**src/rtl/sd_dat_pkg.sv**
```systemverilog
`default_nettype none
// ============================================================================
//  Module   : sd_dat_pkg
//  Purpose  : Shared types and constants for the SD DAT0 data path:
//             transmitter state encoding, CRC16 polynomial, framing bits
//             and the on-line block length.
//  Revision : 1.0 - initial release
// ============================================================================
package sd_dat_pkg;

    // Transmitter sequencing states
    typedef enum logic [2:0] {
        ST_IDLE  = 3'd0,
        ST_WAIT  = 3'd1,
        ST_START = 3'd2,
        ST_DATA  = 3'd3,
        ST_CRC   = 3'd4,
        ST_END   = 3'd5
    } tx_state_t;

    // CRC16-CCITT, x^16 + x^12 + x^5 + 1, the x^16 term is implicit
    localparam logic [15:0] CRC16_POLY = 16'h1021;
    localparam int unsigned CRC_BITS   = 16;

    // Framing bits on DAT0
    localparam logic START_BIT = 1'b0;
    localparam logic END_BIT   = 1'b1;

    // Cycles one block occupies on the line: start, data, CRC, end
    function automatic int unsigned block_length(input int unsigned words);
        return 1 + 32 * words + CRC_BITS + 1;
    endfunction

endpackage
`default_nettype wire

```
**src/rtl/sd_crc16.sv**
```systemverilog
`default_nettype none
// ============================================================================
//  Module   : sd_crc16
//  Purpose  : Bit-serial CRC16-CCITT (init 0). One message bit is folded in
//             per enabled cycle. Feeding bit_in = crc[15] makes the feedback
//             zero, so the remainder simply shifts out MSB first.
//  Revision : 1.0 - initial release
// ============================================================================
module sd_crc16
    import sd_dat_pkg::*;
(
    input  logic        sd_clock,
    input  logic        reset,
    input  logic        clear,
    input  logic        enable,
    input  logic        bit_in,
    output logic [15:0] crc
);

    logic [15:0] r_crc;
    logic        w_feedback;

    assign w_feedback = bit_in ^ r_crc[15];

    // Remainder register; clear wins so a fresh block always starts from zero
    always_ff @(posedge sd_clock or negedge reset) begin
        if (!reset) begin
            r_crc <= '0;
        end else if (clear) begin
            r_crc <= '0;
        end else if (enable) begin
            r_crc <= {r_crc[14:0], 1'b0} ^ (w_feedback ? CRC16_POLY : 16'h0000);
        end
    end

    assign crc = r_crc;

endmodule
`default_nettype wire

```
**src/rtl/sd_card_dat_tx.sv**
```systemverilog
`default_nettype none
// ============================================================================
//  Module   : sd_card_dat_tx
//  Purpose  : Card-side DAT0 transmitter for SD read transfers. Pulls 32-bit
//             words from the block buffer and sends one or more blocks, each
//             framed as start bit, data (MSB first), CRC16 and end bit, with
//             an Nac idle gap ahead of every start bit.
//  Revision : 1.0 - initial release
// ============================================================================
module sd_card_dat_tx
    import sd_dat_pkg::*;
#(
    parameter int BLOCK_WORDS = 128,
    parameter int NAC_CYCLES  = 2
) (
    input  logic        sd_clock,
    input  logic        reset,
    input  logic        start,
    input  logic [3:0]  blocks,
    input  logic        abort,
    input  logic [31:0] data_in,
    input  logic        data_valid,
    output logic        data_ready,
    output logic        dat_out,
    output logic        dat_oe,
    output logic        busy,
    output logic        complete,
    output logic        underrun
);

    // The first word is taken inside WAIT, so at least one WAIT cycle exists
    localparam int c_nac_eff   = (NAC_CYCLES < 1) ? 1 : NAC_CYCLES;
    localparam int c_nac_w     = (c_nac_eff > 1) ? $clog2(c_nac_eff) : 1;
    localparam int c_words_eff = (BLOCK_WORDS < 1) ? 1 : BLOCK_WORDS;
    localparam int c_word_w    = (c_words_eff > 1) ? $clog2(c_words_eff) : 1;

    localparam logic [c_nac_w-1:0]  c_nac_last  = c_nac_w'(c_nac_eff - 1);
    localparam logic [c_word_w-1:0] c_word_last = c_word_w'(c_words_eff - 1);
    // With a single Nac cycle the buffer is asked for a word on WAIT entry
    localparam logic                c_ready_on_entry = (c_nac_eff == 1);

    tx_state_t           r_state;
    logic [3:0]          r_blocks_left;
    logic [c_nac_w-1:0]  r_nac_cnt;
    logic [c_word_w-1:0] r_word_cnt;
    logic [4:0]          r_bit_cnt;
    logic [3:0]          r_crc_cnt;
    logic [31:0]         r_shift;
    logic                r_dat_out;
    logic                r_dat_oe;
    logic                r_data_ready;
    logic                r_busy;
    logic                r_complete;
    logic                r_underrun;

    logic [c_nac_w-1:0]  w_nac_next;
    logic [31:0]         w_next_word;
    logic                w_crc_clear;
    logic                w_crc_enable;
    logic                w_crc_bit;
    logic [15:0]         w_crc;

    // Nac counter saturates at its last value so it can never wrap
    assign w_nac_next  = (r_nac_cnt == c_nac_last) ? r_nac_cnt : r_nac_cnt + 1'b1;

    // A missing mid-block word is replaced by zeros and sent anyway
    assign w_next_word = data_valid ? data_in : 32'h0000_0000;

    // CRC restarts on the first-word handshake, covers every bit actually
    // driven in DATA, then shifts its own remainder out during CRC
    assign w_crc_clear  = (r_state == ST_WAIT) && r_data_ready && data_valid;
    assign w_crc_enable = (r_state == ST_DATA) || (r_state == ST_CRC);
    assign w_crc_bit    = (r_state == ST_CRC) ? w_crc[15] : r_dat_out;

    sd_crc16 u_crc16 (
        .sd_clock (sd_clock),
        .reset    (reset),
        .clear    (w_crc_clear),
        .enable   (w_crc_enable),
        .bit_in   (w_crc_bit),
        .crc      (w_crc)
    );

    // Transfer sequencer: state, counters, shift register and all outputs
    always_ff @(posedge sd_clock or negedge reset) begin
        if (!reset) begin
            r_state       <= ST_IDLE;
            r_blocks_left <= '0;
            r_nac_cnt     <= '0;
            r_word_cnt    <= '0;
            r_bit_cnt     <= '0;
            r_crc_cnt     <= '0;
            r_shift       <= '0;
            r_dat_out     <= 1'b1;
            r_dat_oe      <= 1'b0;
            r_data_ready  <= 1'b0;
            r_busy        <= 1'b0;
            r_complete    <= 1'b0;
            r_underrun    <= 1'b0;
        end else begin
            r_complete <= 1'b0;
            if (abort) begin
                // Stop transmission: release the line at once, keep underrun
                r_state      <= ST_IDLE;
                r_dat_oe     <= 1'b0;
                r_dat_out    <= 1'b1;
                r_busy       <= 1'b0;
                r_data_ready <= 1'b0;
                r_nac_cnt    <= '0;
                r_word_cnt   <= '0;
                r_bit_cnt    <= '0;
                r_crc_cnt    <= '0;
            end else begin
                case (r_state)
                    ST_IDLE: begin
                        if (start && (blocks != 4'd0)) begin
                            r_state       <= ST_WAIT;
                            r_blocks_left <= blocks;
                            r_busy        <= 1'b1;
                            r_underrun    <= 1'b0;
                            r_nac_cnt     <= '0;
                            r_data_ready  <= c_ready_on_entry;
                        end
                    end

                    ST_WAIT: begin
                        if (r_data_ready && data_valid) begin
                            r_state      <= ST_START;
                            r_shift      <= data_in;
                            r_data_ready <= 1'b0;
                            r_dat_oe     <= 1'b1;
                            r_dat_out    <= START_BIT;
                            r_bit_cnt    <= 5'd31;
                            r_word_cnt   <= '0;
                        end else begin
                            // Stay here as long as the buffer has nothing
                            r_nac_cnt    <= w_nac_next;
                            r_data_ready <= (w_nac_next == c_nac_last);
                        end
                    end

                    ST_START: begin
                        r_state   <= ST_DATA;
                        r_dat_out <= r_shift[31];
                        r_shift   <= {r_shift[30:0], 1'b0};
                    end

                    ST_DATA: begin
                        if (r_bit_cnt != 5'd0) begin
                            r_dat_out    <= r_shift[31];
                            r_shift      <= {r_shift[30:0], 1'b0};
                            r_bit_cnt    <= r_bit_cnt - 5'd1;
                            // Ask for the next word while bit 0 is on the line
                            r_data_ready <= (r_bit_cnt == 5'd1) && (r_word_cnt != c_word_last);
                        end else if (r_word_cnt != c_word_last) begin
                            r_dat_out    <= w_next_word[31];
                            r_shift      <= {w_next_word[30:0], 1'b0};
                            r_bit_cnt    <= 5'd31;
                            r_word_cnt   <= r_word_cnt + 1'b1;
                            r_data_ready <= 1'b0;
                            if (!data_valid) begin
                                r_underrun <= 1'b1;
                            end
                        end else begin
                            r_state    <= ST_CRC;
                            r_crc_cnt  <= '0;
                            r_word_cnt <= '0;
                            r_dat_out  <= END_BIT;
                        end
                    end

                    ST_CRC: begin
                        if (r_crc_cnt == 4'd15) begin
                            r_state   <= ST_END;
                            r_crc_cnt <= '0;
                            r_dat_out <= END_BIT;
                        end else begin
                            r_crc_cnt <= r_crc_cnt + 4'd1;
                        end
                    end

                    ST_END: begin
                        r_blocks_left <= r_blocks_left - 4'd1;
                        r_dat_oe      <= 1'b0;
                        r_dat_out     <= 1'b1;
                        if (r_blocks_left != 4'd1) begin
                            r_state      <= ST_WAIT;
                            r_nac_cnt    <= '0;
                            r_data_ready <= c_ready_on_entry;
                        end else begin
                            r_state    <= ST_IDLE;
                            r_busy     <= 1'b0;
                            r_complete <= 1'b1;
                        end
                    end

                    default: begin
                        r_state <= ST_IDLE;
                    end
                endcase
            end
        end
    end

    // The CRC remainder is already a register, so it drives the pad directly
    assign dat_out    = (r_state == ST_CRC) ? w_crc[15] : r_dat_out;
    assign dat_oe     = r_dat_oe;
    assign data_ready = r_data_ready;
    assign busy       = r_busy;
    assign complete   = r_complete;
    assign underrun   = r_underrun;

endmodule
`default_nettype wire

```
**config.mk**
```make
export PLATFORM = sky130hd
export DESIGN_NAME = sd_card_dat_tx
export DESIGN_NICKNAME = d
export VERILOG_FILES = /design/src/rtl/sd_dat_pkg.sv /design/src/rtl/sd_crc16.sv /design/src/rtl/sd_card_dat_tx.sv
export SDC_FILE = /design/constraint.sdc
export NUM_CORES = 1
export LEC_CHECK = 0
export ABC_CLOCK_PERIOD_IN_PS = 1990
export BUFFER_PORTS_ARGS = -buffer_cell sky130_fd_sc_hd__buf_2
export CORE_AREA = 2 2 120 75
export DETAILED_ROUTE_END_ITERATION = 16
export DIE_AREA = 0 0 122 77
export GPL_ROUTABILITY_DRIVEN = 0
export GPL_TIMING_DRIVEN = 0
export PLACE_DENSITY = 0.77
export SYNTH_ARGS = -nofsm -noshare
export SYNTH_HDL_FRONTEND = slang
export SYNTH_SLANG_ARGS = --single-unit
```
**constraint.sdc**
```tcl
create_clock -name sd_clock -period 1.99 [get_ports sd_clock]
set_clock_uncertainty 0.2 [all_clocks]
set_input_delay 0.4975 -clock sd_clock [delete_from_list [all_inputs] [get_ports sd_clock]]
set_output_delay 0.4975 -clock sd_clock [all_outputs]
set_load 0.05 [all_outputs]
```
Word-level counts from Yosys, hierarchy flattened
Cells that the tools add are included.
Operators by class
  reductions and logical operators: 32
  multiplexer cells: 65
  add/sub/neg operators: 5
  bitwise logic cells: 3
  eq/ne operators: 24
Operator list (number)
  32-bit 2-to-1 mux: 4
  32-bit case mux with 3 select lines: 1
  16-bit 2-to-1 mux: 2
  7-bit 2-to-1 mux: 4
  1-bit 2-to-1 mux: 27
  4-bit 2-to-1 mux: 5
  5-bit 2-to-1 mux: 4
  3-bit 2-to-1 mux: 6
  3-bit != test, second input constant: 6
  3-bit case mux with 6 select lines: 1
  3-bit AND reduction: 6
  4-bit case mux with 2 select lines: 2
  16-bit bitwise XOR: 1
  3-bit nonzero test: 5
  7-bit case mux with 2 select lines: 1
  13-bit 2-to-1 mux: 1
  4-bit AND reduction: 3
  5-bit case mux with 2 select lines: 1
  5-bit nonzero test: 2
  4-bit nonzero test: 2
  7-bit by 1-bit adder with 7-bit output, second input constant: 1
  7-bit != test, second input constant: 1
  3-bit by 2-bit equality test with 1-bit output, second input constant: 2
  3-bit equality test, second input constant: 2
  27 further kinds: 39
Word-level totals
  word-level logic and storage cells: 143
  bits in registers: 78
  output and inout bits: 6

Logic depth before layout (Yosys ltp)
Gate-level depths: netlist (run 1).
  word-level depth: 7
  gate-level depth with buffers: 8
  mapped depth without buffers: 6

Hierarchy
From an unflattened synthesis (run 1), not the netlist that was laid out.
Second synthesis, totals
  cell total of the unflattened synthesis: 420
  area total of the unflattened synthesis: 4530.6 um^2
Modules (own cells, without submodules)
  sd_card_dat_tx: cells each 362, sequential area each 1527.7 um^2, area each 3842.4 um^2, times used 1
  sd_crc16: cells each 58, sequential area each 400.4 um^2, area each 688.2 um^2, times used 1

Worst setup path before layout (run 1)
OpenSTA, ideal clock, no wires.
  path type: register to register
  start point: reg r_data_ready, in the netlist data_ready
  end point: reg r_shift[10]
  stages on the path, launching flop included: 7
  setup slack: -0.341 ns
  data required time: 1.663 ns
  arrival: 2.004 ns
  clock period less this slack: 2.331 ns
  cells stage by stage: dfrtp_1 clkbuf_1 a31oi_1 nor3_1 a21boi_4 buf_6 mux2_1
Between the ends
  cells in the longest elaborated chain, start to end: 3
Ends and longest elaborated chain
  start: declaration: line sd_card_dat_tx.sv:51  | logic r_data_ready;
  start signal: assignment: line sd_card_dat_tx.sv:122  | r_data_ready <= c_ready_on_entry;
  start signal: assignment: line sd_card_dat_tx.sv:138  | r_data_ready <= (w_nac_next == c_nac_last);
  start signal: assignment: line sd_card_dat_tx.sv:154  | r_data_ready <= (r_bit_cnt == 5'd1) && (r_word_cnt != c_word_last);
  1-bit logical AND: line sd_card_dat_tx.sv:127  | if (r_data_ready && data_valid) begin
  2-bit by 1-bit != test with 1-bit output (no line)
  4-bit AND reduction (no line)
  end signal: assignment: line sd_card_dat_tx.sv:129  | r_shift <= data_in;
  end signal: assignment: line sd_card_dat_tx.sv:145  | r_shift <= {r_shift[30:0], 1'b0};
  end signal: assignment: line sd_card_dat_tx.sv:151  | r_shift <= {r_shift[30:0], 1'b0};
  end: declaration: line sd_card_dat_tx.sv:48  | logic [31:0] r_shift;
No other way between the ends.
A chain may end at the register's enable or synchronous reset.

Worst setup path after layout (run 1)
  start point: reg r_bit_cnt[1]
  end point: reg r_shift[16]
Between the ends
  cells in the longest elaborated chain, start to end: 3
  elaborated cells between the ends (all ways): 5
  those cells by class: 1 x eq/ne; 2 x mux; 2 x reduce/logical
Ends and longest elaborated chain
  start: declaration: line sd_card_dat_tx.sv:46  | logic [4:0] r_bit_cnt;
  start signal: assignment: line sd_card_dat_tx.sv:152  | r_bit_cnt <= r_bit_cnt - 5'd1;
  5-bit nonzero test (*): line sd_card_dat_tx.sv:149  | if (r_bit_cnt != 5'd0) begin
  3-bit by 1-bit != test with 1-bit output (no line) / 32-bit 2-to-1 mux (equally long branches)
  4-bit AND reduction (no line) / 32-bit case mux with 3 select lines (equally long branches)
  end signal: assignment: line sd_card_dat_tx.sv:145
  end signal: assignment: line sd_card_dat_tx.sv:151
  end signal: assignment: line sd_card_dat_tx.sv:157  | r_shift <= {w_next_word[30:0], 1'b0};
Mark *: on every way between the ends. The rest lies on a longest branch, timed or not.

==> flow_summary.json, run 1 <==
{
  "setup_viol": 43,
  "outcome": "finished with violations",
  "dp_slack_ns": -0.420,
  "antennaDiodeCount": 0,
  "synth_xor_area_share_pct": 0.610,
  "synth_compound_area_share_pct": 19.9,
  "fmax_mhz": 446,
  "async_flop_share_pct": 100,
  "hold_violations": 0,
  "drt_wl_total_mm": 10.6,
  "overflow": 0,
  "synth_top_family_by_area": "compound AO/OA/AOI/OAI gates",
  "die-area_um2": 9390,
  "peakVddDrop_mv": 0.706,
  "grt_pass1_vias": 3514,
  "rsz0062_at_grt": "true",
  "syn_inst": 391,
  "ant_nets": 0,
  "p_leak_uw": 0.00236,
  "hpwlAfterDp_mm": 7.11,
  "avgSynthCellArea_um2": 11.0,
  "vias": 3508,
  "maxSlewViolCount": 0,
  "ys_ff_latch": 77,
  "cp_slowest_cell": "dfrtp_1",
  "yosysMostFrequentCell": "dfrtp_1",
  "yosys-top-cells-count": "dfrtp_1 (76), mux2i_1 (32), mux2_1 (31), o2bb2ai_1 (31), nand2_1 (21)",
  "cts_made_buffers": 9,
  "cp_cell_sequence": "inv_2 > ha_4 > nor4b_4 > buf_4 > and2_4 > buf_6 > a21boi_4 > buf_6 > buf_8 > mux2_1",
  "synth_edf_count": 0,
  "drive_above_1_share_pct": 32.1,
  "firstDrtPassIters": 4,
  "post-route-min-period_ns": 2.24,
  "max_cap_violations": 0,
  "synthMuxAreaShare_pct": 16.1,
  "yosys_warnings": 0,
  "top_level_ports": 47,
  "synth-simple-area-share_pct": 12.5,
  "grt_max_degree": 68,
  "wl_per_cell_um": 18.3,
  "startpoint_type": "flip-flop",
  "synth_top_area_share_pct": 44.2,
  "powerDensity_nw_per_um2": 1040,
  "fp.dieH_um": 77,
  "cts_buffer_depth": 2,
  "drc": 0,
  "synthAdderAreaFrac_pct": 2.03,
  "syn_to_final_growth_pct": 25.6,
  "hp-class": "in2reg",
  "cts_tree": "built",
  "core-area_um2": 8300,
  "antenna_found_initial": 0,
  "synth_cell_types": 57,
  "worst-setup-path-type": "reg2reg",
  "root_buffer": "clkbuf_16",
  "crit_path_end_kind": "flip-flop",
  "violations": "setup timing",
  "worst_path_largest_cell_delay_ns": 0.36,
  "fin_ws_ns": -0.254,
  "crit_top_cell": "buf_6",
  "required_ns": 2.01,
  "fp-row-count": 26,
  "io_buffer_count": 46,
  "layout_worst_path_cycle_share_pct": 113,
  "clock_sinks": 77,
  "crit_fanout": 6,
  "dr.first_iter.drc_count": 345,
  "fin_nets": 511,
  "worst-path-buf-inv": 5,
  "fin_setup_tns_ns": -8.17,
  "worst_pin_slew_ns": 0.733,
  "dominantRegCellSynth": "dfrtp_1",
  "grt.total_usage_pct": 24.1,
  "via_per_inst": 6.05,
  "arrival_ns": 2.26,
  "die_w_um": 122,
  "ys_seq_area_share_pct": 44.8,
  "start_util_pct": 51.9,
  "path_delay_family": "buffers and inverters",
  "grt_pass1_wl_mm": 17.8,
  "netlist_area_um2": 4310,
  "cts_max_level": 3,
  "netlist_top_cells_area": "dfrtp_1 (44%), mux2_1 (8.1%), mux2i_1 (7.4%), o2bb2ai_1 (6.3%), a22o_1 (3.5%)",
  "clk_latency_ns": 0.34,
  "syn_nets": 439,
  "synth_area_leader_cell": "dfrtp_1",
  "clk_pin_slew_ns": 0.06,
  "slew_headroom_pct": 51.1
}
## per-layer routing
layer | vias to the layer above | track usage (%) | wire, um
met5 | - | 0 | 0
met3 | 10 | 8.04 | 722
met1 | 1746 | 34.4 | 5120
li1 | 1632 | - | -
met2 | 120 | 36.0 | 4700
met4 | 0 | 4.48 | 91
## repair_timing
item                                    CTS  global route
hold buffers                              1             0
pin swaps                                 7             3
hold endpoints to repair                 10             0
setup buffers                            10             2
gates resized for setup                  47            22
gates cloned                              2             0
endpoints found under the setup margin   67            67
## registers in the layout, summed over array words and instances (netlist names)
register and flops:
r_word_cnt 7, busy 1, data_ready 1, u_crc16.crc 16, complete 1, r_crc_cnt 4, r_shift 32, dat_oe 1
r_dat_out 1, r_state 3, r_blocks_left 4, r_bit_cnt 5, underrun 1
## logic make-up after synthesis
kind of cell | after synthesis
and+or+nand+nor | 94
DFF | 77
muxes | 65
buffers and inverters | 35
xor gates and xnor gates | 3
adders and majority gates | 7
AOI/OAI and AO/OA | 110
## path summary, 6_finish.rpt
kind | start | end | slack [ns] | cells after the start
setup reg to reg | r_bit_cnt[1] | r_shift[16] | -0.25 | 10
hold reg to reg | r_crc_cnt[3] | r_crc_cnt[3] | 0.29 | 1
setup / recovery | r_bit_cnt[1] | r_shift[16] | -0.25 | 10
hold / removal | data_in[0] | r_shift[0] | 0.22 | 3
min in group asynchronous | reset | complete | 0.34 | 2
max in group asynchronous | reset | r_dat_out | 0.65 | 3
## final cells by class
cell class	instances	area [um^2]
Fill cell	634	2890
Clock inverter	6	86.3
Clock buffer	10	239
Buffer	30	208
Multi-Input combinational cell	279	2390
Inverter	5	18.8
Sequential cell	77	1930
Tap cell	112	140
Timing Repair Buffer	61	397
## stage by stage
step / utilization (%) / cell area, um^2 / instances / power (uW) / hold WS, ns
after floorplan: - / 4330 / 391 / 3130 / 0.00191
after global placement: 56.7 / 4700 / 549 / 3400 / 0.269
after detailed placement: 57.1 / 4730 / 550 / 3510 / 0.152
after CTS: 64.0 / 5310 / 579 / 5510 / 0.211
after global routing: 65.2 / 5410 / 580 / 5910 / 0.247
final: 65.2 / 5410 / 580 / 5630 / 0.221
## layout by cell type (no fill, tap or decap), types with 3 or more instances in the layout
master,n
a211oi_1,4
a21oi_1,14
a22o_1,17
a311oi_1,4
a31oi_1,9
and3_1,4
buf_2,52
buf_4,14
buf_6,9
clkbuf_1,5
clkbuf_16,9
clkbuf_2,5
dfrtp_1,75
ha_1,5
inv_1,3
mux2_1,8
mux2_4,24
mux2i_1,32
nand2_1,18
nand3_1,7
nand3b_1,7
nor2_1,12
nor2b_1,3
nor3_1,7
nor3b_1,4
o211ai_1,5
o21ai_1,5
o2bb2ai_1,31
or3_1,8
## worst reg2reg max path, cell delays in order (launching register included)
cell and delay, ns:
dfrtp_1 0.36, inv_2 0.07, ha_4 0.16, nor4b_4 0.12, buf_4 0.16, and2_4 0.15
buf_6 0.13, a21boi_4 0.18, buf_6 0.15, buf_8 0.13, mux2_1 0.32
## report_power, final
| part | total, uW | switching (uW) | internal (uW) |
|---|---|---|---|
| logic | 1520 | 681 | 834 |
| clock network | 1780 | 650 | 1130 |
| registers | 2330 | 293 | 2040 |
| total | 5630 | 1620 | 4000 |
Note: power is estimated with default switching activity, not from simulation.
==> run 2: changes to the inputs <==
--- a/config.mk
+++ b/config.mk
@@ -5,14 +5,13 @@
 export SDC_FILE = /design/constraint.sdc
 export NUM_CORES = 1
 export LEC_CHECK = 0
-export ABC_CLOCK_PERIOD_IN_PS = 1990
 export BUFFER_PORTS_ARGS = -buffer_cell sky130_fd_sc_hd__buf_2
 export CORE_AREA = 2 2 120 75
 export DETAILED_ROUTE_END_ITERATION = 16
 export DIE_AREA = 0 0 122 77
 export GPL_ROUTABILITY_DRIVEN = 0
 export GPL_TIMING_DRIVEN = 0
-export PLACE_DENSITY = 0.77
+export PLACE_DENSITY = 0.75
 export SYNTH_ARGS = -nofsm -noshare
 export SYNTH_HDL_FRONTEND = slang
 export SYNTH_SLANG_ARGS = --single-unit
==> run 2 against run 1 <==
The flow still finishes with violations (setup timing). Critical path depth shrank 3. Final cell count rose by 1.7%. Wire length rose by 3.7%. Die area stayed put. Sequential share of layout area is 1.0 points lower. Design area rose by 2.9%. Non-clock buffer count up 10. Clock power down 7%. First-iteration DRC count down 0.58%. Register-to-register slack better by 0.03 ns. Global-route usage is 1.4 points higher. Largest cell class unchanged. Highest routed layer unchanged.
==> flow_summary.json, run 2 (synthesis gave the netlist of run 1 again) <==
{
  "outcome": "finished with violations",
  "violations": "setup timing",
  "worst_pin_slew_ns": 0.525,
  "hold_violations": 0,
  "final_common_cell": "dfrtp_1",
  "place_inst": 550,
  "firstDrtPassIters": 5,
  "fin_ws_ns": -0.222,
  "wl_per_cell_um": 18.7,
  "slew_headroom_pct": 65.0,
  "grt_pass1_wl_mm": 18.8,
  "maxSlewViolCount": 0,
  "layout_worst_path_cycle_share_pct": 111,
  "cts_max_level": 3,
  "cts_made_buffers": 9,
  "crit_path_end_kind": "flip-flop",
  "dr.first_iter.drc_count": 343,
  "final_cell_mix": "dfrtp_1 (74), buf_2 (52), mux2i_1 (32), mux2_4 (32), o2bb2ai_1 (31)",
  "top_register": "r_shift",
  "startpoint_type": "flip-flop",
  "core-area_um2": 8300,
  "fmax_mhz": 452,
  "io_buffer_count": 46,
  "root_buffer": "clkbuf_16",
  "max_cap_violations": 0,
  "p_leak_uw": 0.00242,
  "ant_nets": 0,
  "fp-row-count": 26,
  "post-route-min-period_ns": 2.21,
  "final_cell_area_um2": 5570,
  "rsz0062_at_grt": "true",
  "drive_above_1_share_pct": 36.4,
  "peakVddDrop_mv": 0.620,
  "r2r_slack_ns": -0.22,
  "final_cell_count_no_fill": 590,
  "cts_buffer_depth": 2,
  "hp-class": "in2reg",
  "grt_pass1_vias": 3610,
  "hold_ws_ns": 0.279,
  "arrival_ns": 2.24,
  "vias": 3633,
  "required_ns": 2.02,
  "overflow": 0,
  "crit_fanout": 5,
  "fp.dieH_um": 77,
  "clock_sinks": 77,
  "worst-setup-path-type": "reg2reg",
  "die_w_um": 122,
  "antennaDiodeCount": 0,
  "cts_tree": "built",
  "powerDensity_nw_per_um2": 1010,
  "grt_max_degree": 63,
  "via_per_inst": 6.16,
  "drt_wl_total_mm": 11.0,
  "syn_to_final_growth_pct": 29.3,
  "place_area_um2": 4730,
  "fin_nets": 521,
  "clk_latency_ns": 0.34,
  "hpwlAfterDp_mm": 7.01,
  "drc": 0,
  "top_level_ports": 47,
  "setup_viol": 49,
  "grt.total_usage_pct": 25.5,
  "die-area_um2": 9390,
  "antenna_found_initial": 0,
  "clk_pin_slew_ns": 0.06,
  "start_util_pct": 51.9,
  "largest_reg_flops": 32
}
-- run 2: cell count changes in the layout (fill, tap and decap cells not counted), moves of 2 or more --
cell / delta
mux2_1: -7
nand3_1: -2
o21ai_1: -2
clkbuf_4: +3
clkbuf_2: -3
mux2_4: +8
nand3_2: +2
buf_4: +4
buf_8: +4
o21ai_2: +2
-- run 2: cell type report --
| cell class | instances | area, um^2 |
|---|---|---|
| inverters | 5 | 18.8 |
| well taps | 112 | 140 |
| plain buffers | 30 | 230 |
| clock inverters | 6 | 61.3 |
| fillers | 605 | 2730 |
| repair buffers | 71 | 495 |
| flip-flops and latches | 77 | 1930 |
| clock buffers | 10 | 239 |
| multi-input cells | 279 | 2450 |
-- run 2: layer usage --
layer  wire length [um]  vias up  global-route usage, %
met5                  0        -                      0
met4                156        0                   7.93
met3                722       23                   5.73
met2               4890      151                   35.7
met1               5270     1798                   38.8
li1                   -     1661                      -
-- run 2: timing repair --
item,in CTS,in global routing
buffers inserted,19,3
pin swaps,12,9
gates cloned,2,0
hold buffers,1,0
hold endpoints to repair,15,0
setup endpoints to repair,71,67
gates resized for setup,68,25
-- run 2: path summary, 6_finish.rpt --
| kind | start | endpoint | cells past startpoint |
|---|---|---|---|
| min | blocks[2] | r_blocks_left[2] | 3 |
| max in group asynchronous | reset | r_dat_out | 3 |
| max | r_word_cnt[0] | r_shift[18] | 7 |
| min in group asynchronous | reset | r_shift[26] | 2 |
| min reg2reg | r_crc_cnt[3] | r_crc_cnt[3] | 1 |
| max reg2reg | r_word_cnt[0] | r_shift[18] | 7 |
-- run 2: metrics by stage --
step           setup WS [ns]  util, %  TNS, ns  total power, uW
2_1_floorplan         -0.103        -    -2.73             3130
3_3_place_gp          -0.461     56.7   -42.68             3410
3_5_place_dp          -0.451     57.1   -19.85             3500
4_1_cts               -0.214     65.7    -6.89             5560
5_1_grt               -0.275     67.1   -10.74             5910
6_report              -0.222     67.1    -7.47             5620
-- run 2: report_power, final --
group | switching [uW] | total (uW) | internal (uW) | leakage (uW)
Combinational | 695 | 1620 | 928 | 0.00128
Sequential | 304 | 2340 | 2040 | 0.000992
Clock | 655 | 1660 | 1000 | 0.000149
-- run 2: worst max-delay path, stage by stage, from the launching register on --
cell      delay (ns)
dfrtp_1         0.41
ha_2            0.23
and4_1          0.24
and2_1          0.24
a21boi_4        0.20
buf_6           0.14
buf_8           0.13
mux2_4          0.31
